--- config.mk ---
export PLATFORM = sky130hd
export DESIGN_NAME = mux_unstriping
export DESIGN_NICKNAME = d
export VERILOG_FILES = /design/src/rtl/mux_unstriping_pkg.sv /design/src/rtl/mux_unstriping_fifo.sv /design/src/rtl/mux_unstriping.sv
export SDC_FILE = /design/constraint.sdc
export NUM_CORES = 1
export LEC_CHECK = 0
export CAP_MARGIN = 20
export CELL_PAD_IN_SITES_DETAIL_PLACEMENT = 2
export CELL_PAD_IN_SITES_GLOBAL_PLACEMENT = 2
export CORE_ASPECT_RATIO = 1.1
export CORE_MARGIN = 2
export CORE_UTILIZATION = 45
export CTS_CLUSTER_SIZE = 14
export DETAILED_ROUTE_END_ITERATION = 12
export PLACE_DENSITY = 0.92
export RECOVER_POWER = 100
export SYNTH_ARGS = -nofsm -noshare
export SYNTH_HDL_FRONTEND = slang
export SYNTH_SLANG_ARGS = --single-unit
--- constraint.sdc ---
create_clock -name clk_2f -period 3.2 [get_ports clk_2f]
set_input_delay 0.64 -clock clk_2f [delete_from_list [all_inputs] [get_ports clk_2f]]
set_output_delay 0.64 -clock clk_2f [all_outputs]
set_load 0.02 [all_outputs]
--- src/rtl/mux_unstriping_pkg.sv ---
// Shared PCIe PHY lane constants and lane-select type, common to the
// striping demux and the unstriping mux.
package mux_unstriping_pkg;

   localparam int LANE_WIDTH = 32;
   localparam int NUM_LANES  = 2;

   typedef enum logic {
      LANE_0 = 1'b0,
      LANE_1 = 1'b1
   } lane_sel_t;

   // Round-robin successor; with two lanes this is a plain toggle.
   function automatic lane_sel_t next_lane(input lane_sel_t cur);
      return (cur == LANE_0) ? LANE_1 : LANE_0;
   endfunction

endpackage

--- src/rtl/mux_unstriping_fifo.sv ---
// Per-lane elastic FIFO: synchronous write, registered pointers, head word
// visible combinationally on dout. A push into a full FIFO is accepted only
// when a pop on the same edge frees a slot.
module lane_fifo #(
   parameter int WIDTH = 32,
   parameter int DEPTH = 4
) (
   input  logic             clk_2f,
   input  logic             reset,
   input  logic             push,
   input  logic [WIDTH-1:0] din,
   input  logic             pop,
   output logic [WIDTH-1:0] dout,
   output logic             empty,
   output logic             full
);

   localparam int AW = $clog2(DEPTH);
   localparam logic [AW-1:0] PTR_ONE  = AW'(1);
   localparam logic [AW:0]   CNT_ONE  = (AW + 1)'(1);
   localparam logic [AW:0]   CNT_FULL = (AW + 1)'(DEPTH);

   logic [WIDTH-1:0] mem [DEPTH];
   logic [AW-1:0]    wr_ptr;
   logic [AW-1:0]    rd_ptr;
   logic [AW:0]      count;
   logic             do_push;
   logic             do_pop;

   assign empty   = (count == '0);
   assign full    = (count == CNT_FULL);
   assign do_pop  = pop && !empty;
   assign do_push = push && (!full || do_pop);
   assign dout    = mem[rd_ptr];

   // NOTE: sequential state uses non-blocking (<=) so every register samples
   // pre-edge values regardless of block ordering.
   always_ff @(posedge clk_2f or negedge reset) begin
      if (!reset) begin
         wr_ptr <= '0;
         rd_ptr <= '0;
         count  <= '0;
      end else begin
         if (do_push) wr_ptr <= wr_ptr + PTR_ONE;
         if (do_pop)  rd_ptr <= rd_ptr + PTR_ONE;
         case ({do_push, do_pop})
            2'b10:   count <= count + CNT_ONE;
            2'b01:   count <= count - CNT_ONE;
            default: count <= count;
         endcase
      end
   end

   // NOTE: storage is deliberately not reset; empty/full come from the
   // pointers and count, so stale entries are never observed.
   always_ff @(posedge clk_2f) begin
      if (do_push) mem[wr_ptr] <= din;
   end

endmodule

--- src/rtl/mux_unstriping.sv ---
// Receive-side byte unstriping: merges two skewed 32-bit lanes back into one
// stream in strict lane_0, lane_1, lane_0 ... order through per-lane FIFOs.
module mux_unstriping
   import mux_unstriping_pkg::*;
#(
   parameter int WIDTH = LANE_WIDTH,
   parameter int DEPTH = 4
) (
   input  logic             clk_2f,
   input  logic             reset,
   input  logic [WIDTH-1:0] lane_0,
   input  logic             valid_in0,
   input  logic [WIDTH-1:0] lane_1,
   input  logic             valid_in1,
   output logic [WIDTH-1:0] data_out,
   output logic             valid_out,
   output logic             overflow
);

   lane_sel_t        sel;
   logic [WIDTH-1:0] dout0, dout1;
   logic             empty0, empty1;
   logic             full0, full1;
   logic             pop0, pop1;
   logic             pop_any;
   logic             drop0, drop1;
   logic [WIDTH-1:0] head;

   lane_fifo #(.WIDTH(WIDTH), .DEPTH(DEPTH)) u_fifo0 (
      .clk_2f (clk_2f),
      .reset  (reset),
      .push   (valid_in0),
      .din    (lane_0),
      .pop    (pop0),
      .dout   (dout0),
      .empty  (empty0),
      .full   (full0)
   );

   lane_fifo #(.WIDTH(WIDTH), .DEPTH(DEPTH)) u_fifo1 (
      .clk_2f (clk_2f),
      .reset  (reset),
      .push   (valid_in1),
      .din    (lane_1),
      .pop    (pop1),
      .dout   (dout1),
      .empty  (empty1),
      .full   (full1)
   );

   // Only the selected lane may drain; the other waits even if it has data,
   // which is what keeps the merged order intact.
   assign pop0    = (sel == LANE_0) && !empty0;
   assign pop1    = (sel == LANE_1) && !empty1;
   assign pop_any = pop0 || pop1;
   assign head    = (sel == LANE_1) ? dout1 : dout0;

   // A full FIFO is never empty, so a same-edge pop always frees the slot.
   assign drop0 = valid_in0 && full0 && !pop0;
   assign drop1 = valid_in1 && full1 && !pop1;

   always_ff @(posedge clk_2f or negedge reset) begin
      if (!reset) begin
         data_out  <= '0;
         valid_out <= 1'b0;
         overflow  <= 1'b0;
         sel       <= LANE_0;
      end else begin
         valid_out <= pop_any;
         if (pop_any) begin
            data_out <= head;
            sel      <= next_lane(sel);
         end
         if (drop0 || drop1) overflow <= 1'b1;
      end
   end

endmodule

==> flow_metrics.env, run 1 <==
export IMPL_status="finished with violations"
export IMPL_violations="capacitance limit, slew limit"
export IMPL_hold_viol=0
export IMPL_die_h_um=175
export IMPL_regArea_um2=8910
export IMPL_cp_slowest_cell="clkbuf_1"
export IMPL_final_util=0.550
export IMPL_numCtsBuffers=34
export IMPL_gr_total_overflow=0
export IMPL_cts_sink_count=305
export IMPL_endpoint_kind="flop"
export IMPL_core_region_area_um2=26200
export IMPL_dr_pass1_iters=4
export IMPL_slew_viol_final=105
export IMPL_drt_iter0_drc=559
export IMPL_cts_tree="yes"
export IMPL_layout_drive_gt1_share=0.164
export IMPL_nFillCells=2307
export IMPL_use_met3=0.0449
export IMPL_cap_violations=2
export IMPL_grt_max_degree=70
export IMPL_final_setup_viol_count=0
export IMPL_clk_pin_slew_ns=0.07
export IMPL_clock_path_buffers=3
export IMPL_grt_usage=0.249
export IMPL_critPathMaxStageDelay_ns=1.31
export IMPL_clkPwrFrac=0.261
export IMPL_p_int_mw=9.74
export IMPL_vias=6552
export IMPL_p_comb_frac=0.321
export IMPL_die_area_um2=28000
export IMPL_grtUsageMet1=0.290
export IMPL_p_seq_frac=0.418
export IMPL_grt_pass1_vias=7553
export IMPL_p_leak_nw=5.03
export IMPL_place_gp_congestion=0.779
export IMPL_grt_busiest_layer="met2"
export IMPL_cp_num_buf_inv=1
export IMPL_critPathTopFamily="buffers and inverters"
export IMPL_io_pins=102
export IMPL_fin_tns_setup_ns=0
export IMPL_vias_per_cell=5.79
export IMPL_wl_per_cell_um=30.1
export IMPL_post_dp_hpwl_mm=21.3
export IMPL_cp_start_kind="flop"
export IMPL_period_needed_ns=2.82
export IMPL_rsz0062_at_grt="false"
export IMPL_cts_htree_levels=2
export IMPL_slew_headroom=-0.212
export IMPL_cts_root_buf="clkbuf_16"
export IMPL_postRouteAntennaNets=0
export IMPL_skew_ns=0.0110
export IMPL_synth_seq_cells=305
export IMPL_worst_hold_path_type="flop to flop"
export IMPL_hold_buffers=0
export IMPL_rows=62
export IMPL_peakVddDrop_v=0.000549
export IMPL_grt_first_pass_wirelength_mm=50.5
export IMPL_die_x_um=160
export IMPL_cts_resized=0
export IMPL_syn_inst=637
export IMPL_grtUsageMet2=0.453
export IMPL_powerDensity_nw_per_um2=1040
export IMPL_wl_mm=34.0
export IMPL_crit_chain="nor3_4 > clkbuf_1 > nand2_1 > a32oi_1"
export IMPL_syn_avg_cell_area_um2=18.9
export IMPL_fin_crit_sh=0.883
export IMPL_worst_ep_required_time_ns=3.59
export IMPL_final_net_count=836
export IMPL_drcViolationCount=0
export IMPL_max_freq_mhz=354
export IMPL_p_sw_frac=0.349
export IMPL_antenna_found_initial=0
export IMPL_place_ws_ns=0.602
export IMPL_yosysWarnings=0
export IMPL_start_util=0.458
export IMPL_multiInputGateArea_um2=2780
export IMPL_clock_latency_ns=0.51
export IMPL_synth_fp_nets=717
export IMPL_tightestPinTransition_ns=1.82
export IMPL_synth_distinct_cells=34
export IMPL_port_buffers=101
export IMPL_cp_max_fo=34
export IMPL_ys_seq_area_frac=0.742
export IMPL_syn_to_final_growth_pct=20.1
export IMPL_post_cts_buffers=0
export IMPL_fin_ws_ns=0.375
export IMPL_crit_type="flop to flop"
export IMPL_synthesis_area_um2=12000
export IMPL_arrival_ns=3.22
export IMPL_diodes=0
export IMPL_whs_ns=0.489
export IMPL_p_sw_mw=5.22
==> power by group through the flow <==
stage               clock [mW]  combinational (mW)  sequential, mW
finish                    3.90                4.80            6.26
global route              4.10                5.15            6.35
CTS                       3.97                4.95            6.25
detailed placement           0                4.82            6.28
global placement             0                4.32            6.10
floorplan                    0                3.05            6.05
==> Yosys cell counts (all sizes together) <==
cell type | number | area share
edfxtp | 256 | 0.64
nand2 | 98 | 0.031
mux4 | 64 | 0.12
dfrtp | 49 | 0.10
a21oi | 34 | 0.014
a32oi | 32 | 0.023
buf | 31 | 0.020
inv | 13 | 0.0041
ha | 10 | 0.010
and2 | 9 | 0.0049
clkbuf | 7 | 0.0022
xor2 | 7 | 0.0051
nor2 | 5 | 0.0016
xnor2 | 5 | 0.0036
fa | 2 | 0.0033
mux2 | 2 | 0.0019
nor3 | 2 | 0.0022
or3 | 2 | 0.0010
a21o | 1 | 0.00062
a31oi | 1 | 0.0010
mux2i | 1 | 0.00083
nand3 | 1 | 0.00042
nand4 | 1 | 0.00052
nor2b | 1 | 0.00073
nor3b | 1 | 0.00062
nor4b | 1 | 0.0012
o21ai | 1 | 0.00042
==> cell type report <==
cell class | count | area share
Clock buffer | 49 | 0.0664
Clock inverter | 11 | 0.00936
Inverter | 13 | 0.00338
Multi-Input combinational cell | 281 | 0.192
Sequential cell | 305 | 0.618
Tap cell | 352 | 0.0305
Timing Repair Buffer | 121 | 0.0804
==> kinds of logic after synthesis <==
kind of cell	count (synthesis)	share of synthesized area
adder cells (fa/ha/maj)	12	0.0137
buffers and inverters	51	0.0266
XOR/XNOR	12	0.00875
multiplexers	67	0.126
AND/OR/NAND/NOR	121	0.0438
AO/OA/AOI/OAI	69	0.0396
flip-flops	305	0.742
==> worst min-delay path, delay by kind of cell, from the launching register on <==
kind	cells	cell delay (ns)
flip-flops	1	0.35
AND/OR/NAND/NOR	1	0.06
AO/OA/AOI/OAI	1	0.05
==> path summary, 6_finish.rpt <==
kind                                  start                end  slack (ns)  cells past startpoint
max in group asynchronous             reset  u_fifo1.rd_ptr[0]        1.76                      2
setup / recovery           u_fifo1.count[1]        data_out[9]        0.38                      4
hold / removal                     overflow           overflow        0.49                      2
hold reg to reg                    overflow           overflow        0.49                      2
min in group asynchronous             reset   u_fifo1.count[1]        0.53                      2
setup reg to reg           u_fifo1.count[1]        data_out[9]        0.38                      4
==> per-layer routing <==
layer / wire length (µm) / share of wire / vias up
li1: - / - / 2756
met1: 12400 / 0.36 / 3474
met2: 18500 / 0.55 / 240
met3: 1610 / 0.047 / 82
met4: 1460 / 0.043 / 0
met5: 0 / 0 / -
==> flip-flops by register name, summed over array words and instances, names as in the netlist <==
signal / count
valid_out: 1
sel: 1
overflow: 1
u_fifo0.rd_ptr: 2
u_fifo1.rd_ptr: 2
data_out: 32
u_fifo0.mem: 128
u_fifo0.count: 3
u_fifo1.mem: 128
u_fifo1.wr_ptr: 2
u_fifo1.count: 3
u_fifo0.wr_ptr: 2
==> layout by cell type (no fill, tap or decap), types with 2 or more instances in the layout <==
master             n
edfxtp_1         256
nand2_1           98
dlygate4sd3_1     98
mux4_2            54
dfrtp_1           48
clkbuf_16         35
a21oi_1           34
a32oi_1           32
inv_1             13
clkbuf_1          12
mux4_1            10
ha_1              10
clkbuf_2          10
and2_0             8
xor2_1             7
buf_4              7
nor2_1             5
xnor2_1            5
clkinv_2           5
bufinv_16          3
clkbuf_8           3
nor3_4             2
or3_1              2
mux2_2             2
fa_1               2
clkdlybuf4s50_1    2
==> per-stage QoR <==
step                power [mW]  cells  area (µm²)
finish                    15.0   1132       14400
floorplan                 9.10    637       12000
global route              15.6   1132       14400
detailed placement        11.1   1071       13400
CTS                       15.2   1131       14500
global placement          10.4   1071       13400
(Power assumes the default switching activity.)
==> run 2, diff against run 1 <==
- SLEW_MARGIN: default -> 20
==> run 2 against run 1 <==
  * The run still ends with capacitance limit, slew limit left
  * Clock power about the same
  * Cell count hardly changed
  * First-iteration DRC count decreased by 8.6%
  * Sequential power about the same
  * Sequential cell count unchanged
  * Critical endpoint unchanged
  * Count of clock-buffer cells in the layout unchanged
  * Setup slack improved by 0.016 ns
  * Routed wire length fell by 0.15%
==> flow_metrics.env, run 2 (synthesis gave the netlist of run 1 again) <==
export IMPL_clock_path_buffers=3
export IMPL_grt_pass1_vias=7553
export IMPL_powerDensity_nw_per_um2=1030
export IMPL_syn_to_final_growth_pct=19.9
export IMPL_grt_usage=0.249
export IMPL_r2r_start="u_fifo1.count[1]"
export IMPL_max_freq_mhz=356
export IMPL_vias=6604
export IMPL_cp_start_kind="flop"
export IMPL_antenna_found_initial=0
export IMPL_grt_max_degree=70
export IMPL_slew_viol_final=105
export IMPL_die_area_um2=28000
export IMPL_final_net_count=835
export IMPL_cp_max_fo=34
export IMPL_port_buffers=101
export IMPL_drt_iter0_drc=511
export IMPL_violations="capacitance limit, slew limit"
export IMPL_grt_first_pass_wirelength_mm=50.5
export IMPL_core_region_area_um2=26200
export IMPL_p_comb_frac=0.319
export IMPL_p_sw_frac=0.349
export IMPL_gr_total_overflow=0
export IMPL_postRouteAntennaNets=0
export IMPL_cts_tree="yes"
export IMPL_layout_drive_gt1_share=0.164
export IMPL_ff2ff_path_depth=4
export IMPL_place_gp_congestion=0.779
export IMPL_hold_buffers=0
export IMPL_cts_resized=0
export IMPL_crit_type="flop to flop"
export IMPL_arrival_ns=3.20
export IMPL_endpoint_kind="flop"
export IMPL_p_seq_frac=0.420
export IMPL_p_sw_mw=5.19
export IMPL_rows=62
export IMPL_die_h_um=175
export IMPL_regToRegEndpoint="data_out[9]"
export IMPL_rsz0062_at_grt="false"
export IMPL_drcViolationCount=0
export IMPL_numCtsBuffers=34
export IMPL_tightestPinTransition_ns=1.79
export IMPL_post_cts_buffers=0
export IMPL_worst_hold_path_type="flop to flop"
export IMPL_fin_ws_ns=0.392
export IMPL_whs_path_depth=2
export IMPL_period_needed_ns=2.81
export IMPL_final_setup_viol_count=0
export IMPL_wl_mm=34.0
export IMPL_peakVddDrop_v=0.000549
export IMPL_fin_tns_setup_ns=0
export IMPL_cap_violations=2
export IMPL_wl_per_cell_um=30.0
export IMPL_diodes=0
export IMPL_cts_htree_levels=2
export IMPL_skew_ns=0.0109
export IMPL_vias_per_cell=5.84
export IMPL_top_regs="u_fifo0.mem: 128 flops, u_fifo1.mem: 128 flops, data_out: 32 flops"
export IMPL_place_ws_ns=0.602
export IMPL_nFillCells=2309
export IMPL_post_dp_hpwl_mm=21.3
export IMPL_cts_root_buf="clkbuf_16"
export IMPL_r2r_slack_ns=0.39
export IMPL_dr_pass1_iters=4
export IMPL_die_x_um=160
export IMPL_status="finished with violations"
export IMPL_worst_ep_required_time_ns=3.59
export IMPL_clock_latency_ns=0.51
export IMPL_cts_sink_count=305
export IMPL_layout_commonest_cell="edfxtp_1"
export IMPL_slew_headroom=-0.195
export IMPL_fin_crit_sh=0.878
export IMPL_p_leak_nw=5.01
export IMPL_min_to="overflow"
export IMPL_worstHoldStart="overflow"
export IMPL_start_util=0.458
export IMPL_io_pins=102
export IMPL_hold_viol=0
export IMPL_clkPwrFrac=0.261
export IMPL_clk_pin_slew_ns=0.07
export IMPL_p_int_mw=9.71
export IMPL_final_cell_mix="edfxtp_1 (256), dlygate4sd3_1 (99), nand2_1 (98)"
==> run 2: changes by cell type in the layout (fill, tap and decap cells not counted) <==
| cell | before | now |
|---|---|---|
| or3_2 | 0 | 1 |
| clkdlybuf4s50_1 | 2 | 1 |
| dlygate4sd3_1 | 98 | 99 |
| or3_1 | 2 | 1 |
| buf_16 | 1 | 0 |
==> run 2: power groups by stage <==
stage | Clock [mW] | Sequential (mW) | Combinational, mW
detailed placement | 0 | 6.28 | 4.82
floorplan | 0 | 6.05 | 3.05
CTS | 3.97 | 6.25 | 4.95
global route | 4.10 | 6.35 | 5.11
global placement | 0 | 6.10 | 4.32
finish | 3.89 | 6.26 | 4.76
==> run 2: worst max path at each step <==
stage,slack (ns),from,to,cells after the start
2_1_floorplan,1.03,valid_in0,u_fifo0.mem[0][0],3
3_3_place_gp,0.69,valid_in0,u_fifo0.count[2],10
3_5_place_dp,0.60,valid_in0,u_fifo0.count[2],10
4_1_cts,0.69,u_fifo1.count[0],u_fifo1.count[2],9
5_1_grt,0.32,u_fifo1.count[1],data_out[9],4
6_report,0.39,u_fifo1.count[1],data_out[9],4
==> run 2: per-stage QoR <==
| step | hold WS (ns) | area, µm² | instances | power (mW) | util |
|---|---|---|---|---|---|
| global placement | 0.475 | 13400 | 1071 | 10.4 | 0.509 |
| floorplan | 0.344 | 12000 | 637 | 9.10 | - |
| finish | 0.489 | 14400 | 1131 | 14.9 | 0.549 |
| CTS | 0.290 | 14500 | 1131 | 15.2 | 0.551 |
| detailed placement | 0.490 | 13400 | 1071 | 11.1 | 0.509 |
| global route | 0.551 | 14400 | 1131 | 15.6 | 0.549 |
==> run 2: area by class of cell <==
cell class                 count  area, µm²  area share
inverter                      13       48.8     0.00339
timing repair buffer         120       1130      0.0786
clock inverter                11        135     0.00938
clock buffer                  49        958      0.0665
multi-input combinational    281       2780       0.193
tap                          352        440      0.0306
sequential                   305       8910       0.619
==> run 2: critical path, cell delays in order, from the launching register on <==
cell	delay [ns]
dfrtp_1	0.45
nor3_4	0.19
clkbuf_1	1.30
nand2_1	0.35
a32oi_1	0.38
==> run 2: metal layers <==
layer | vias up | wire (µm) | global-route usage
li1 | 2752 | - | -
met1 | 3531 | 12500 | 0.290
met2 | 234 | 18500 | 0.453
met3 | 87 | 1510 | 0.0449
met4 | 0 | 1510 | 0.108
met5 | - | 0 | 0
==> run 3, diff against run 2 <==
- ABC_AREA: default -> 1
- CORE_UTILIZATION: 45 -> 42
- PLACE_DENSITY: 0.92 -> 0.95
==> run 3 against run 2 <==
  * Largest power group is now combinational logic
  * The run still ends with capacitance limit, slew limit left
  * Synthesized cell count increased by 81%
  * Worst hold slack improved by 0.014 ns
  * Sequential share of layout area decreased by 2.5 points
  * Cell count increased by 46%
  * Clock skew increased by 0.0017 ns
  * Utilization decreased by 4.5 points
==> flow_metrics.env, run 3 <==
export IMPL_synth_ff_type="edfxtp_1"
export IMPL_fin_crit_sh=0.899
export IMPL_hold_buffers=0
export IMPL_grtUsageMet1=0.365
export IMPL_layout_drive_gt1_share=0.0610
export IMPL_cp_max_fo=36
export IMPL_p_int_mw=9.31
export IMPL_cp_start_kind="flop"
export IMPL_layout_commonest_cell="nand2_1"
export IMPL_slew_viol_final=85
export IMPL_violations="capacitance limit, slew limit"
export IMPL_cts_resized=0
export IMPL_vias=9081
export IMPL_cts_htree_levels=2
export IMPL_yosys_area_top_type="edfxtp_1"
export IMPL_synthesis_area_um2=12700
export IMPL_p_comb_frac=0.380
export IMPL_grtUsageMet2=0.512
export IMPL_clock_latency_ns=0.52
export IMPL_critPathTopFamily="adder cells"
export IMPL_grt_first_pass_wirelength_mm=68.2
export IMPL_dr_pass1_iters=5
export IMPL_die_area_um2=31700
export IMPL_drcViolationCount=0
export IMPL_endpoint_kind="flop"
export IMPL_tightestPinTransition_ns=2.08
export IMPL_io_pins=102
export IMPL_synth_async_reset_ratio=0.161
export IMPL_period_needed_ns=2.88
export IMPL_clk_pin_slew_ns=0.06
export IMPL_powerDensity_nw_per_um2=1070
export IMPL_numCtsBuffers=35
export IMPL_grt_usage=0.289
export IMPL_final_net_count=1334
export IMPL_crit_type="flop to flop"
export IMPL_die_x_um=170
export IMPL_cp_slowest_cell="dfrtp_1"
export IMPL_final_cell_mix="nand2_1 (391), edfxtp_1 (256), nand3_1 (194)"
export IMPL_clkPwrFrac=0.247
export IMPL_place_ws_ns=0.407
export IMPL_post_dp_hpwl_mm=26.8
export IMPL_netlist_area_leader_share=0.604
export IMPL_fin_ws_ns=0.323
export IMPL_r2r_slack_ns=0.32
export IMPL_start_util=0.428
export IMPL_fin_tns_setup_ns=0
export IMPL_worst_ep_required_time_ns=3.60
export IMPL_status="finished with violations"
export IMPL_final_setup_viol_count=0
export IMPL_cts_root_buf="clkbuf_16"
export IMPL_grt_busiest_layer="met2"
export IMPL_rows=66
export IMPL_synth_distinct_cells=25
export IMPL_synth_top_cells_by_count="nand2_1 (389), edfxtp_1 (256), nand3_1 (194)"
export IMPL_nFillCells=2930
export IMPL_vias_per_cell=5.49
export IMPL_p_seq_frac=0.373
export IMPL_yosysWarnings=0
export IMPL_synthTopCellsByArea="edfxtp_1 (60%), nand2_1 (11%), dfrtp_1 (9.6%)"
export IMPL_grt_pass1_vias=10400
export IMPL_syn_inst=1153
export IMPL_whs_ns=0.502
export IMPL_p_sw_frac=0.419
export IMPL_ys_seq_area_frac=0.700
export IMPL_crit_chain="inv_4 > nand3_1 > nand2_1 > ha_1 > inv_1 > fa_1 > o21ai_0 > xor2_1"
export IMPL_skew_ns=0.0125
export IMPL_die_h_um=187
export IMPL_place_gp_congestion=0.799
export IMPL_gr_total_overflow=0
export IMPL_postRouteAntennaNets=0
export IMPL_core_region_area_um2=29700
export IMPL_syn_avg_cell_area_um2=11.0
export IMPL_cap_violations=2
export IMPL_synth_most_common_cell="nand2_1"
export IMPL_p_sw_mw=6.72
export IMPL_wl_mm=44.7
export IMPL_cts_sink_count=305
export IMPL_worst_hold_path_type="flop to flop"
export IMPL_cp_num_buf_inv=2
export IMPL_rsz0062_at_grt="false"
export IMPL_clock_path_buffers=3
export IMPL_synth_seq_cells=305
export IMPL_max_freq_mhz=348
export IMPL_arrival_ns=3.28
export IMPL_slew_headroom=-0.387
export IMPL_wl_per_cell_um=27.1
export IMPL_grt_max_degree=66
export IMPL_hold_viol=0
export IMPL_antenna_found_initial=3
export IMPL_peakVddDrop_v=0.000474
export IMPL_p_leak_nw=6.30
export IMPL_critPathMaxStageDelay_ns=0.47
export IMPL_power_mw=16.0
export IMPL_use_met3=0.0394
export IMPL_synth_fp_nets=1233
export IMPL_cts_tree="yes"
export IMPL_post_cts_buffers=0
export IMPL_top_regs="u_fifo0.mem: 128 flops, u_fifo1.mem: 128 flops, data_out: 32 flops"
export IMPL_drt_iter0_drc=659
export IMPL_syn_to_final_growth_pct=17.8
export IMPL_synth_edf_count=256
export IMPL_port_buffers=101
## run 3: final timing paths
| kind | from | end | cells after the start |
|---|---|---|---|
| max in group asynchronous | reset | data_out[15] | 2 |
| setup reg to reg | sel | u_fifo1.count[2] | 8 |
| setup / recovery | sel | u_fifo1.count[2] | 8 |
| hold / removal | data_out[28] | data_out[28] | 2 |
| hold reg to reg | data_out[28] | data_out[28] | 2 |
| min in group asynchronous | reset | data_out[0] | 1 |
## run 3: power by group through the flow
| stage | clock network (mW) | logic (mW) | registers, mW |
|---|---|---|---|
| after floorplan | 0 | 3.53 | 6.03 |
| final | 3.96 | 6.09 | 5.97 |
| after global routing | 4.14 | 6.60 | 6.03 |
| after CTS | 4.01 | 6.26 | 5.96 |
| after detailed placement | 0 | 5.94 | 5.96 |
| after global placement | 0 | 5.24 | 5.84 |
## run 3: layer usage
layer	vias up	routed length [µm]	share of wire
met2	278	23100	0.52
met1	4730	18300	0.41
met4	4	1490	0.033
met3	103	1820	0.041
li1	3966	-	-
met5	-	23	0.00051
## run 3: layout make-up
type                    count  area, µm²  share of cell area
multi-input cells         637       2830               0.189
flip-flops and latches    305       8920               0.594
clock buffers              54        987              0.0658
diodes                      1       2.50            0.000167
repair buffers            119       1110              0.0741
well taps                 374        468              0.0312
inverters                 156        591              0.0394
clock inverters             8       93.8             0.00625
## run 3: through the flow
| step | cells | util | area, µm² |
|---|---|---|---|
| 4_1_cts | 1653 | 0.506 | 15100 |
| 3_5_place_dp | 1591 | 0.470 | 14000 |
| 3_3_place_gp | 1591 | 0.470 | 14000 |
| 2_1_floorplan | 1153 | - | 12700 |
| 6_report | 1654 | 0.505 | 15000 |
| 5_1_grt | 1653 | 0.505 | 15000 |
## run 3: logic make-up after synthesis
family,share of synthesized area
flops,0.700
buf+inv,0.0773
compound gates,0.00354
simple gates,0.201
xor+xnor,0.00550
fa+ha+maj,0.0130
## run 3: worst min-delay path: stages (launching register included)
cell and delay (ns):
dfrtp_1 0.36, nand2_1 0.06, nand2_1 0.05
